===== src/rtl/uart_tx_framer_if.sv =====
// Byte-in / serial-out bundle for the UART transmit framer.
// master: byte source (drives data/valid, observes line and status).
// slave: the framer itself.
interface uart_tx_framer_if;
  logic [7:0]  tx_data;
  logic        tx_valid;
  logic        tx_ready;
  logic        tx_serial;
  logic        tx_busy;
  logic        tx_done;
  logic [10:0] tx_frame;

  modport master (
    output tx_data, tx_valid,
    input  tx_ready, tx_serial, tx_busy, tx_done, tx_frame
  );

  modport slave (
    input  tx_data, tx_valid,
    output tx_ready, tx_serial, tx_busy, tx_done, tx_frame
  );
endinterface


===== src/rtl/uart_tx_framer.sv =====
// UART transmitter: frames a byte as start/data/parity/stop and shifts it out LSB-first.
// Latency: start bit on the line 1 clock after accept; frame lasts 11*CLKS_PER_BIT clocks.
// Backpressure: tx_ready high only in IDLE; tx_valid while busy is ignored, never buffered.
module uart_tx_framer #(
  parameter int CLKS_PER_BIT = 16,
  parameter bit PARITY_ODD   = 1'b0
) (
  input logic             clk,
  input logic             rst,
  uart_tx_framer_if.slave tx
);

  // Counter is at least one bit wide so CLKS_PER_BIT=1 still has a legal vector;
  // in that case it sits at 0 and wraps on every clock.
  localparam int CNT_W = (CLKS_PER_BIT > 1) ? $clog2(CLKS_PER_BIT) : 1;
  localparam logic [CNT_W-1:0] CNT_MAX = CNT_W'(CLKS_PER_BIT - 1);
  localparam logic [3:0] LAST_BIT = 4'd10;

  typedef enum logic {
    IDLE  = 1'b0,
    SHIFT = 1'b1
  } state_t;

  state_t           state_q;
  logic [CNT_W-1:0] baud_q;
  logic [3:0]       bit_idx_q;
  logic [3:0]       bit_idx_d;
  logic [10:0]      frame_q;
  logic             serial_q;
  logic             ready_q;
  logic             busy_q;
  logic             done_q;
  logic             parity;

  // Even parity is the XOR of the data bits; odd parity is its complement.
  assign parity    = (^tx.tx_data) ^ PARITY_ODD;
  assign bit_idx_d = bit_idx_q + 4'd1;

  // Framer FSM: every output is a register so the line never glitches.
  always_ff @(posedge clk) begin
    if (rst) begin
      state_q   <= IDLE;
      baud_q    <= '0;
      bit_idx_q <= '0;
      frame_q   <= 11'h400;
      serial_q  <= 1'b1;
      ready_q   <= 1'b1;
      busy_q    <= 1'b0;
      done_q    <= 1'b0;
    end else begin
      done_q <= 1'b0;
      case (state_q)
        IDLE: begin
          if (tx.tx_valid) begin
            frame_q   <= {1'b1, parity, tx.tx_data, 1'b0};
            bit_idx_q <= '0;
            baud_q    <= '0;
            serial_q  <= 1'b0;
            ready_q   <= 1'b0;
            busy_q    <= 1'b1;
            state_q   <= SHIFT;
          end
        end
        SHIFT: begin
          if (baud_q == CNT_MAX) begin
            baud_q <= '0;
            if (bit_idx_q == LAST_BIT) begin
              // Stop bit finished: line is already high, hand control back.
              serial_q <= 1'b1;
              ready_q  <= 1'b1;
              busy_q   <= 1'b0;
              done_q   <= 1'b1;
              state_q  <= IDLE;
            end else begin
              bit_idx_q <= bit_idx_d;
              serial_q  <= frame_q[bit_idx_d];
            end
          end else begin
            baud_q <= baud_q + CNT_W'(1);
          end
        end
        default: state_q <= IDLE;
      endcase
    end
  end

  assign tx.tx_ready  = ready_q;
  assign tx.tx_serial = serial_q;
  assign tx.tx_busy   = busy_q;
  assign tx.tx_done   = done_q;
  assign tx.tx_frame  = frame_q;

endmodule


===== src/flat_wrapper.sv =====
// flat-port wrapper written by rule: the top's interface ports become plain ports
module uart_tx_framer_flat 
#(
  parameter int CLKS_PER_BIT = 16,
  parameter bit PARITY_ODD   = 1'b0
)
  (clk, rst, tx_tx_data, tx_tx_valid, tx_tx_ready, tx_tx_serial, tx_tx_busy, tx_tx_done, tx_tx_frame);
  uart_tx_framer_if tx_i ();
  input logic clk;
  input logic rst;
  input wire logic [$bits(tx_i.tx_data)-1:0] tx_tx_data;
  input wire logic [$bits(tx_i.tx_valid)-1:0] tx_tx_valid;
  output wire logic [$bits(tx_i.tx_ready)-1:0] tx_tx_ready;
  output wire logic [$bits(tx_i.tx_serial)-1:0] tx_tx_serial;
  output wire logic [$bits(tx_i.tx_busy)-1:0] tx_tx_busy;
  output wire logic [$bits(tx_i.tx_done)-1:0] tx_tx_done;
  output wire logic [$bits(tx_i.tx_frame)-1:0] tx_tx_frame;
  assign tx_i.tx_data = tx_tx_data;
  assign tx_i.tx_valid = tx_tx_valid;
  assign tx_tx_ready = tx_i.tx_ready;
  assign tx_tx_serial = tx_i.tx_serial;
  assign tx_tx_busy = tx_i.tx_busy;
  assign tx_tx_done = tx_i.tx_done;
  assign tx_tx_frame = tx_i.tx_frame;
  uart_tx_framer #(.CLKS_PER_BIT(CLKS_PER_BIT), .PARITY_ODD(PARITY_ODD)) u_core (.clk(clk), .rst(rst), .tx(tx_i));
endmodule

===== config.mk =====
export PLATFORM = sky130hd
export DESIGN_NAME = uart_tx_framer_flat
export DESIGN_NICKNAME = d
export VERILOG_FILES = /design/src/rtl/uart_tx_framer_if.sv /design/src/rtl/uart_tx_framer.sv /design/src/flat_wrapper.sv
export SDC_FILE = /design/constraint.sdc
export NUM_CORES = 1
export LEC_CHECK = 0
export BUFFER_PORTS_ARGS = -buffer_cell sky130_fd_sc_hd__buf_2
export CORE_MARGIN = 2
export CORE_UTILIZATION = 47
export DETAILED_ROUTE_END_ITERATION = 10
export GPL_TIMING_DRIVEN = 0
export PLACE_DENSITY = 0.74
export SETUP_SLACK_MARGIN = 0.5
export SLEW_MARGIN = 40
export SYNTH_ARGS = -nofsm -noshare
export SYNTH_HDL_FRONTEND = slang
export SYNTH_SLANG_ARGS = --single-unit

===== constraint.sdc =====
create_clock -name clk -period 1.83 [get_ports clk]
set_input_delay 0.366 -clock clk [delete_from_list [all_inputs] [get_ports clk]]
set_output_delay 0.366 -clock clk [all_outputs]
set_load 0.05 [all_outputs]

# After elaboration in Yosys (flattened, before gate mapping)
# Cells that the tools add are included.
# op_classes
n_eq_ne	6
n_reduce_logical	6
mux	24
order_cmp	1
add_sub_neg	2
bitwise_logic	2
# op_table
cell	count
4-bit two-way mux	4
4-bit case mux with 2 select lines	2
1-bit two-way mux	13
4-bit by 1-bit adder with 4-bit output, second input constant	2
4-bit == test, second input constant	2
2-bit inequality test, second input constant	4
1-bit case mux with 2 select lines	4
8-bit parity	1
3-bit AND reduction	2
4-bit by 5-bit less-than comparator with 1-bit output, second input constant	1
1-bit binary-select mux with 4-bit select	1
2-bit AND reduction	2
3-bit OR reduction	1
1-bit inverter	2
# word_totals
out_inout_bits	15
word_cells	49
register_bits	22
in_bits	11

# Logic depth before layout (Yosys ltp)
# Gate-level depths: netlist of the first run.
# logic_depth
depth_word	6
ltp_mapped	7
depth_no_buf	6

# Worst setup path before layout of the first run
# OpenSTA, ideal clock, no wires.
# synth_timing
path_kind	register -> register
start	reg u_core.bit_idx_q[0]
end	reg u_core.serial_q, in the netlist u_core.tx.tx_serial
stages_incl_launch_ff	7
arrival_ns	1.621
setup_slack_ns	0.079
t_required_ns	1.700
period_less_slack_ns	1.751
path_buffers	1
setup_ns	0.130
cell_sequence	dfxtp_1 > buf_4 > inv_1 > ha_1 > mux4_2 > o211ai_1 > a32oi_1
# synth_via
elab_chain_len	6
elab_cells_between_ends	7
classes_between	add/sub (1); eq/ne (1); mux (5)
# synth_lines
item	line_no	text
start: declaration	uart_tx_framer.sv:26	logic [3:0] bit_idx_q;
start signal: assignment	uart_tx_framer.sv:75	bit_idx_q <= bit_idx_d;
4-bit by 1-bit adder with 4-bit output	uart_tx_framer.sv:37	assign bit_idx_d = bit_idx_q + 4'd1;
1-bit binary-select mux with 4-bit select	uart_tx_framer.sv:76	serial_q <= frame_q[bit_idx_d];
1-bit two-way mux (implied by the code)	uart_tx_framer.sv:76	
1-bit two-way mux *	uart_tx_framer.sv:67	if (bit_idx_q == LAST_BIT) begin
1-bit two-way mux *	uart_tx_framer.sv:65	if (baud_q == CNT_MAX) begin
1-bit case mux with 2 select lines *	uart_tx_framer.sv:52	case (state_q)
end signal: assignment	uart_tx_framer.sv:76	
end: declaration	uart_tx_framer.sv:29	logic serial_q;
# Every way passes the cells marked *; elsewhere a longest branch is shown, timed or not. The select of a mux whose other input is x is not followed.
# A chain may end at the register's enable or synchronous reset.

# Worst setup path in the final report of the first run
# Ends and elaborated chain as after synthesis.

==> impl_metrics.csv, run 1 <==
group,metric,value,unit
status,outcome,"completed",
critical_path,critPathKind,"reg2reg",
yosys,ys_warn_count,0,
power,p_per_area,671,nW/um^2
floorplan,die_width,52.5,microns
route,dr.pass1.iters,4,
critical_path,path_cells,"buf_6, inv_2, ha_4, mux4_2, o211ai_1, a32oi_1",
floorplan,start_util,49.9,%
critical_path,start_kind,"flop",
critical_path,cp_top_family,"multiplexers",
sta,post-route-period-util,90.7,%
place,hpwl,1780,microns
sta,drv_slew,0,
route,vias_per_cell,5.60,
critical_path,end_kind,"flop",
yosys,mappedNetlistArea,1100,sq um
clock_tree,cts_made_buffers,3,
place,placed_area,1290,sq um
yosys,yosys.area.top_type,"dfxtp_1",
route,detail_route.iter0.violations,30,
cells_and_area,final_layout_size_suffix_gt1_share,32.7,%
global_routing,groute.usage.overall,20.4,%
yosys,syn_nets,147,
clock_tree,hold_buffers,0,
critical_path,max_stage_delay,0.49,ns
yosys,syn_inst,133,
worst_hold_path,holdPathStages,3,
floorplan,die_height,52.5,microns
power,vdd_ir_drop_max,410,uV
yosys,synth_xor_area_share,7.14,%
clock_tree,htree_levels,1,
global_routing,antenna_found_initial,0,
yosys,synth_compound_area_share,17.9,%
clock_tree,cts_buffer_depth,2,
cells_and_area,design_area,1410,sq um
yosys,synth_edf_count,0,
yosys,synthAdderAreaFrac,3.40,%
floorplan,dieArea,2750,sq um
critical_path,cp_slowest_cell,"mux4_2",
critical_path,required,2.02,ns
yosys,synthTopCellsByArea,"dfxtp_1 (40%), a21oi_1 (10%), nand2_1 (7.8%)",
critical_path,worstPathMaxFanout,5,
cells_and_area,areaGrowthSynthToFinish,27.9,%
worst_hold_path,hp-class,"in2reg",
yosys,ys_top_cells_by_count,"nand2_1 (23), a21oi_1 (22), dfxtp_1 (22)",
yosys,synth_top_area_share,39.9,%
route,wirelength,2600,microns
yosys,avgSynthCellArea,8.30,sq um
sta,setup_violations,0,
global_routing,grt_max_degree,12,
yosys,synth-simple-area-share,23.6,%
route,via_count,1080,
critical_path,worstPathArrival,1.85,ns
yosys,synth_top_family_by_area,"simple AND/OR/NAND/NOR gates",
place,io_buffers,23,
yosys,synthArstFlopShare,0,%
sta,setup_tns,0,ns
route,drc,0,
clock_tree,cts_tree,"built",
place,place_congestion,0.825,
critical_path,cp.depth,6,
power,power_leakage,0.564,nW
floorplan,rows,17,
floorplan,num_io_pins,26,
cells_and_area,num-nets-final,181,
sta,fmax,0.602,GHz
cells_and_area,antenna_cells,0,
run,cap_viol_max_count,0,
route,wire_per_inst,13.5,microns
yosys,seq_area_frac_synth,39.9,%
yosys,synth-main-ff-cell,"dfxtp_1",
yosys,yosys.cell_types.count,35,
clock_tree,clockRootBuffer,"clkbuf_4",
sta,finalHoldViolCount,0,
sta,rsz0062_at_grt,"yes",
global_routing,gr-total-overflow,0,
route,ant_nets,0,
sta,skew,0.00262,ns
critical_path,path_buf_inv,2,
clock_tree,clkTransAtPathRegs,0.11,ns
clock_tree,clkLatencyLatePin,0.30,ns
yosys,yosysMostFrequentCell,"nand2_1",
yosys,ys_ff_latch,22,
sta,timing.hold.ws,0.308,ns
critical_path,r2r_cells,6,
global_routing,grt_pass1_vias,946,
yosys,synth_mux_area_share,2.95,%
floorplan,coreArea,2210,sq um
clock_tree,cts_sinks,22,
sta,fin_crit,1.66,ns
global_routing,grt_pass1_wl,4130,microns
[layer usage]
layer  track usage [%]  wire length [microns]  vias to the layer above  share of wire, %
li1                  -                      -                      530                 -
met1              27.4                   1190                      520                46
met5                 0                      0                        -                 0
met2              32.5                   1290                       26                49
met3              3.43                     95                        4               3.7
met4              7.69                     23                        0              0.89
[worst reg2reg max path: stages (launching register included)]
cell and delay (ns):
dfxtp_2 0.35, buf_6 0.09, inv_2 0.03, ha_4 0.29
mux4_2 0.49, o211ai_1 0.18, a32oi_1 0.12
[cells in the final DEF, fill, tap and decap left out, types with 4 or more instances in the layout]
| master | n |
|---|---|
| nand2_1 | 23 |
| a21oi_1 | 20 |
| dfxtp_1 | 18 |
| buf_4 | 14 |
| buf_2 | 12 |
| xnor2_1 | 8 |
| clkbuf_4 | 8 |
| nor2_1 | 6 |
| clkbuf_2 | 4 |
| nor3_1 | 4 |
[cell type report]
cell class / count / area, sq um
Inverter: 2 / 7.51
Clock buffer: 3 / 22.5
Timing Repair Buffer: 29 / 188
Multi-Input combinational cell: 101 / 658
Buffer: 8 / 50.0
Tap cell: 28 / 35.0
Fill cell: 219 / 801
Sequential cell: 22 / 450
[registers in the layout, summed over array words and instances, names as in the netlist]
signal               cells
u_core.state_q           1
u_core.tx.tx_done        1
u_core.baud_q            4
u_core.tx.tx_ready       1
u_core.tx.tx_serial      1
u_core.bit_idx_q         4
u_core.tx.tx_frame       9
u_core.tx.tx_busy        1
[power breakdown]
part,total (W),switching (W),internal (W)
Combinational,0.000217,0.000139,0.0000781
Sequential,0.000517,0.0000180,0.000499
Clock,0.000213,0.000136,0.0000767
[cells by family after synthesis]
group | count (synthesis)
xor+xnor | 9
buf+inv | 10
mux | 2
simple gates | 51
other cells | 2
flops | 22
fa+ha+maj | 3
compound gates | 34
[what timing repair did]
item	CTS	global route
gates resized for setup	2	31
pin swaps	3	3
endpoints found under the hold margin	0	0
setup buffers	4	2
endpoints found under the setup margin	8	27
[per-stage QoR]
stage | util, % | worst slack (ns) | cells | total power, W
3_3_place_gp | 58.1 | 0.116 | 184 | 0.000726
2_1_floorplan | - | 0.190 | 133 | 0.000678
3_5_place_dp | 58.1 | 0.0995 | 184 | 0.000730
5_1_grt | 63.8 | 0.103 | 193 | 0.00100
6_report | 63.8 | 0.170 | 193 | 0.000948
4_1_cts | 60.8 | 0.181 | 191 | 0.000941
[final timing paths]
| path | startpoint | end | slack [ns] |
|---|---|---|---|
| worst max register to register | u_core.bit_idx_q[0]$_SDFFE_PP0P_ | u_core.tx.tx_serial$_SDFFE_PP1P_ | 0.17 |
| worst max-delay path | u_core.bit_idx_q[0]$_SDFFE_PP0P_ | u_core.tx.tx_serial$_SDFFE_PP1P_ | 0.17 |
| worst min register to register | u_core.tx.tx_ready$_SDFFE_PP1P_ | u_core.tx.tx_ready$_SDFFE_PP1P_ | 0.46 |
| worst min-delay path | tx_tx_data[2] | u_core.tx.tx_frame[3]$_SDFFE_PP0P_ | 0.31 |
Power figures use the tool's default switching activity.
==> run 2, diff against run 1 <==
- ABC_AREA: default -> 1
- CORE_UTILIZATION: 47 -> 55
- PLACE_DENSITY: 0.74 -> 0.8
- clock period: 1.83 -> 2 ns (I/O delays scaled with it)
==> impl_metrics.csv, run 2 <==
group,metric,value,unit
status,outcome,"completed",
cells_and_area,num-nets-final,215,
power,power_leakage,0.710,nW
yosys,syn_inst,174,
route,via_count,1114,
global_routing,grt_max_degree,14,
run,cap_viol_max_count,0,
cells_and_area,layout_commonest_cell,"nand2_1",
cells_and_area,multi_input_area,699,sq um
yosys,avgSynthCellArea,7.06,sq um
global_routing,gr-total-overflow,0,
route,ant_nets,0,
critical_path,crit_top_cell,"nand2_1",
cells_and_area,final_layout_size_suffix_gt1_share,23.5,%
clock_tree,cts_buffer_depth,2,
power,vdd_ir_drop_max,602,uV
critical_path,cp_top_family,"simple AND/OR/NAND/NOR gates",
cells_and_area,ff_latch_area,442,sq um
critical_path,r2r_cells,11,
critical_path,worstPathArrival,1.63,ns
critical_path,critPathKind,"reg2reg",
place,place_congestion,0.841,
route,wirelength,2380,microns
critical_path,required,2.21,ns
cells_and_area,areaGrowthSynthToFinish,18.7,%
critical_path,cp-endpoint,"u_core.tx.tx_serial$_SDFFE_PP1P_",
yosys,synth_compound_area_share,10.1,%
sta,timing.final.ws_setup,0.584,ns
critical_path,r2r_start,"u_core.bit_idx_q[0]$_SDFFE_PP0P_",
sta,drv_slew,0,
route,dr.pass1.iters,4,
sta,skew,0.00954,ns
route,detail_route.iter0.violations,7,
sta,setup_violations,0,
cells_and_area,antenna_cells,0,
worst_hold_path,hp-class,"in2reg",
cells_and_area,filler_cell_count,200,
yosys,ys_top_cells_by_count,"nand2_1 (45), nor2_1 (23), dfxtp_1 (22)",
yosys,seq_area_frac_synth,35.8,%
yosys,ys_warn_count,0,
clock_tree,cts_sinks,22,
critical_path,cp-startpoint,"u_core.bit_idx_q[0]$_SDFFE_PP0P_",
yosys,synth_top_area_share,35.8,%
sta,setup_tns,0,ns
yosys,yosys.area.top_type,"dfxtp_1",
critical_path,start_kind,"flop",
clock_tree,htree_levels,1,
clock_tree,cts_tree,"built",
sta,timing.hold.ws,0.310,ns
power,p_sw,0.000302,W
yosys,synth_edf_count,0,
yosys,synth_top_family_by_area,"simple AND/OR/NAND/NOR gates",
route,vias_per_cell,4.89,
floorplan,dieArea,2630,sq um
cells_and_area,largest_reg_flops,9,
global_routing,groute.usage.overall,19.8,%
critical_path,path_cells,"clkbuf_8, inv_4, ha_4, inv_1, nand3_1, nand2_1, nand2_1, nand3_1, nand2_1, nand2_1, nand2_1",
critical_path,cp.depth,11,
power,combPwrFrac,21.4,%
critical_path,max_stage_delay,0.35,ns
power,clockPowerShare,32.3,%
yosys,synthAdderAreaFrac,3.05,%
place,io_buffers,21,
power,p_total,0.00103,W
critical_path,r2r-end,"u_core.tx.tx_serial$_SDFFE_PP1P_",
clock_tree,clockRootBuffer,"clkbuf_4",
yosys,synth_xor_area_share,8.55,%
floorplan,rows,17,
clock_tree,clkTransAtPathRegs,0.13,ns
critical_path,rrSetupSlack,0.58,ns
critical_path,worstPathMaxFanout,8,
floorplan,coreArea,2170,sq um
power,p_per_area,707,nW/um^2
route,wire_per_inst,10.4,microns
global_routing,grt_pass1_wl,4060,microns
yosys,ys_ff_latch,22,
yosys,synth_mux_area_share,0,%
global_routing,grt_pass1_vias,1035,
yosys,yosysMostFrequentCell,"nand2_1",
clock_tree,hold_buffers,0,
critical_path,end_kind,"flop",
yosys,syn_nets,188,
place,pre_cts_ws,0.313,ns
power,pwr-share-seq,46.3,%
clock_tree,clkLatencyLatePin,0.30,ns
sta,fin_crit,1.42,ns
floorplan,num_io_pins,26,
power,sw_frac_of_total,29.3,%
critical_path,path_buf_inv,3,
sta,rsz0062_at_grt,"no",
yosys,synthArstFlopShare,0,%
yosys,synthTopCellsByArea,"dfxtp_1 (36%), nand2_1 (14%), nor2_1 (7.0%)",
sta,fmax,0.706,GHz
critical_path,cp_slowest_cell,"dfxtp_2",
sta,post-route-period-util,70.8,%
yosys,synth-main-ff-cell,"dfxtp_1",
yosys,yosys.cell_types.count,28,
floorplan,start_util,56.6,%
global_routing,antenna_found_initial,0,
route,drc,0,
place,hpwl,1870,microns
floorplan,die_height,51.3,microns
clock_tree,cts_made_buffers,3,
floorplan,die_width,51.3,microns
yosys,synth-simple-area-share,33.2,%
power,p_int,0.000730,W
sta,finalHoldViolCount,0,
yosys,mappedNetlistArea,1230,sq um
cells_and_area,final_cell_mix,"nand2_1 (45), buf_2 (24), nor2_1 (23)",
## run 2: cell types whose count changed after synthesis, moves of 4 or more
| cell | delta |
|---|---|
| nand2_1 | +22 |
| nor2_1 | +16 |
| o21ai_0 | +7 |
| clkbuf_1 | -4 |
| a21oi_1 | -15 |
| inv_1 | +14 |
| xor2_1 | +4 |
| nand3_1 | +10 |
## run 2: how the worst min path moves through the flow
stage,start,end,cells past startpoint
5_1_grt,rst,u_core.tx.tx_ready$_SDFFE_PP1P_,3
3_3_place_gp,u_core.tx.tx_ready$_SDFFE_PP1P_,u_core.tx.tx_ready$_SDFFE_PP1P_,2
4_1_cts,rst,u_core.tx.tx_ready$_SDFFE_PP1P_,3
6_report,rst,u_core.tx.tx_ready$_SDFFE_PP1P_,3
3_5_place_dp,u_core.tx.tx_ready$_SDFFE_PP1P_,u_core.tx.tx_ready$_SDFFE_PP1P_,2
2_1_floorplan,u_core.baud_q[1]$_SDFFE_PP0P_,u_core.baud_q[1]$_SDFFE_PP0P_,2
## run 2: worst register-to-register path, cell delays in order (launching register included)
cell and delay (ns):
dfxtp_2 0.35, clkbuf_8 0.15, inv_4 0.06, ha_4 0.25, inv_1 0.10, nand3_1 0.09, nand2_1 0.07, nand2_1 0.05
nand3_1 0.06, nand2_1 0.06, nand2_1 0.06, nand2_1 0.04
## run 2: timing repair
item / in CTS / in global routing
gates resized for setup: 5 / 3
setup buffers: 0 / 1
pin swaps: 0 / 0
setup endpoints to repair: 5 / 4
endpoints found under the hold margin: 0 / 0
## run 2: layer usage
layer  global-route usage [%]  routed length [microns]  vias to the layer above  part of all wire (%)
met5                        0                        0                        -                     0
met1                     23.3                     1090                      501                    46
met4                     5.26                       14                        0                  0.59
met3                     2.92                       69                        2                   2.9
li1                         -                        -                      598                     -
met2                     37.2                     1210                       13                    51
## run 2: area by class of cell
type	count	share of cell area, %
Buffer	7	3.26
Clock buffer	3	1.54
Clock inverter	1	2.06
Inverter	18	4.80
Multi-Input combinational cell	127	47.9
Sequential cell	22	30.3
Tap cell	28	2.40
Timing Repair Buffer	22	7.72
## run 2: per-stage QoR
step / utilization, % / instance area [sq um] / std cells
floorplan: - / 1230 / 174
global placement: 63.1 / 1370 / 223
detailed placement: 63.1 / 1370 / 223
CTS: 66.5 / 1440 / 227
global route: 67.2 / 1460 / 228
finish: 67.2 / 1460 / 228
## run 2: logic make-up after synthesis
| kind of cell | after synthesis |
|---|---|
| compound gates | 21 |
| buf+inv | 25 |
| xor+xnor | 12 |
| fa+ha+maj | 3 |
| simple gates | 89 |
| flops | 22 |
| other cells | 2 |
## run 2: power by group through the flow
| stage | sequential [W] | combinational [W] | clock [W] |
|---|---|---|---|
| 2_1_floorplan | 0.000553 | 0.000104 | 0 |
| 4_1_cts | 0.000478 | 0.000222 | 0.000340 |
| 3_3_place_gp | 0.000487 | 0.000216 | 0 |
| 3_5_place_dp | 0.000488 | 0.000221 | 0 |
| 5_1_grt | 0.000481 | 0.000243 | 0.000355 |
| 6_report | 0.000478 | 0.000220 | 0.000333 |
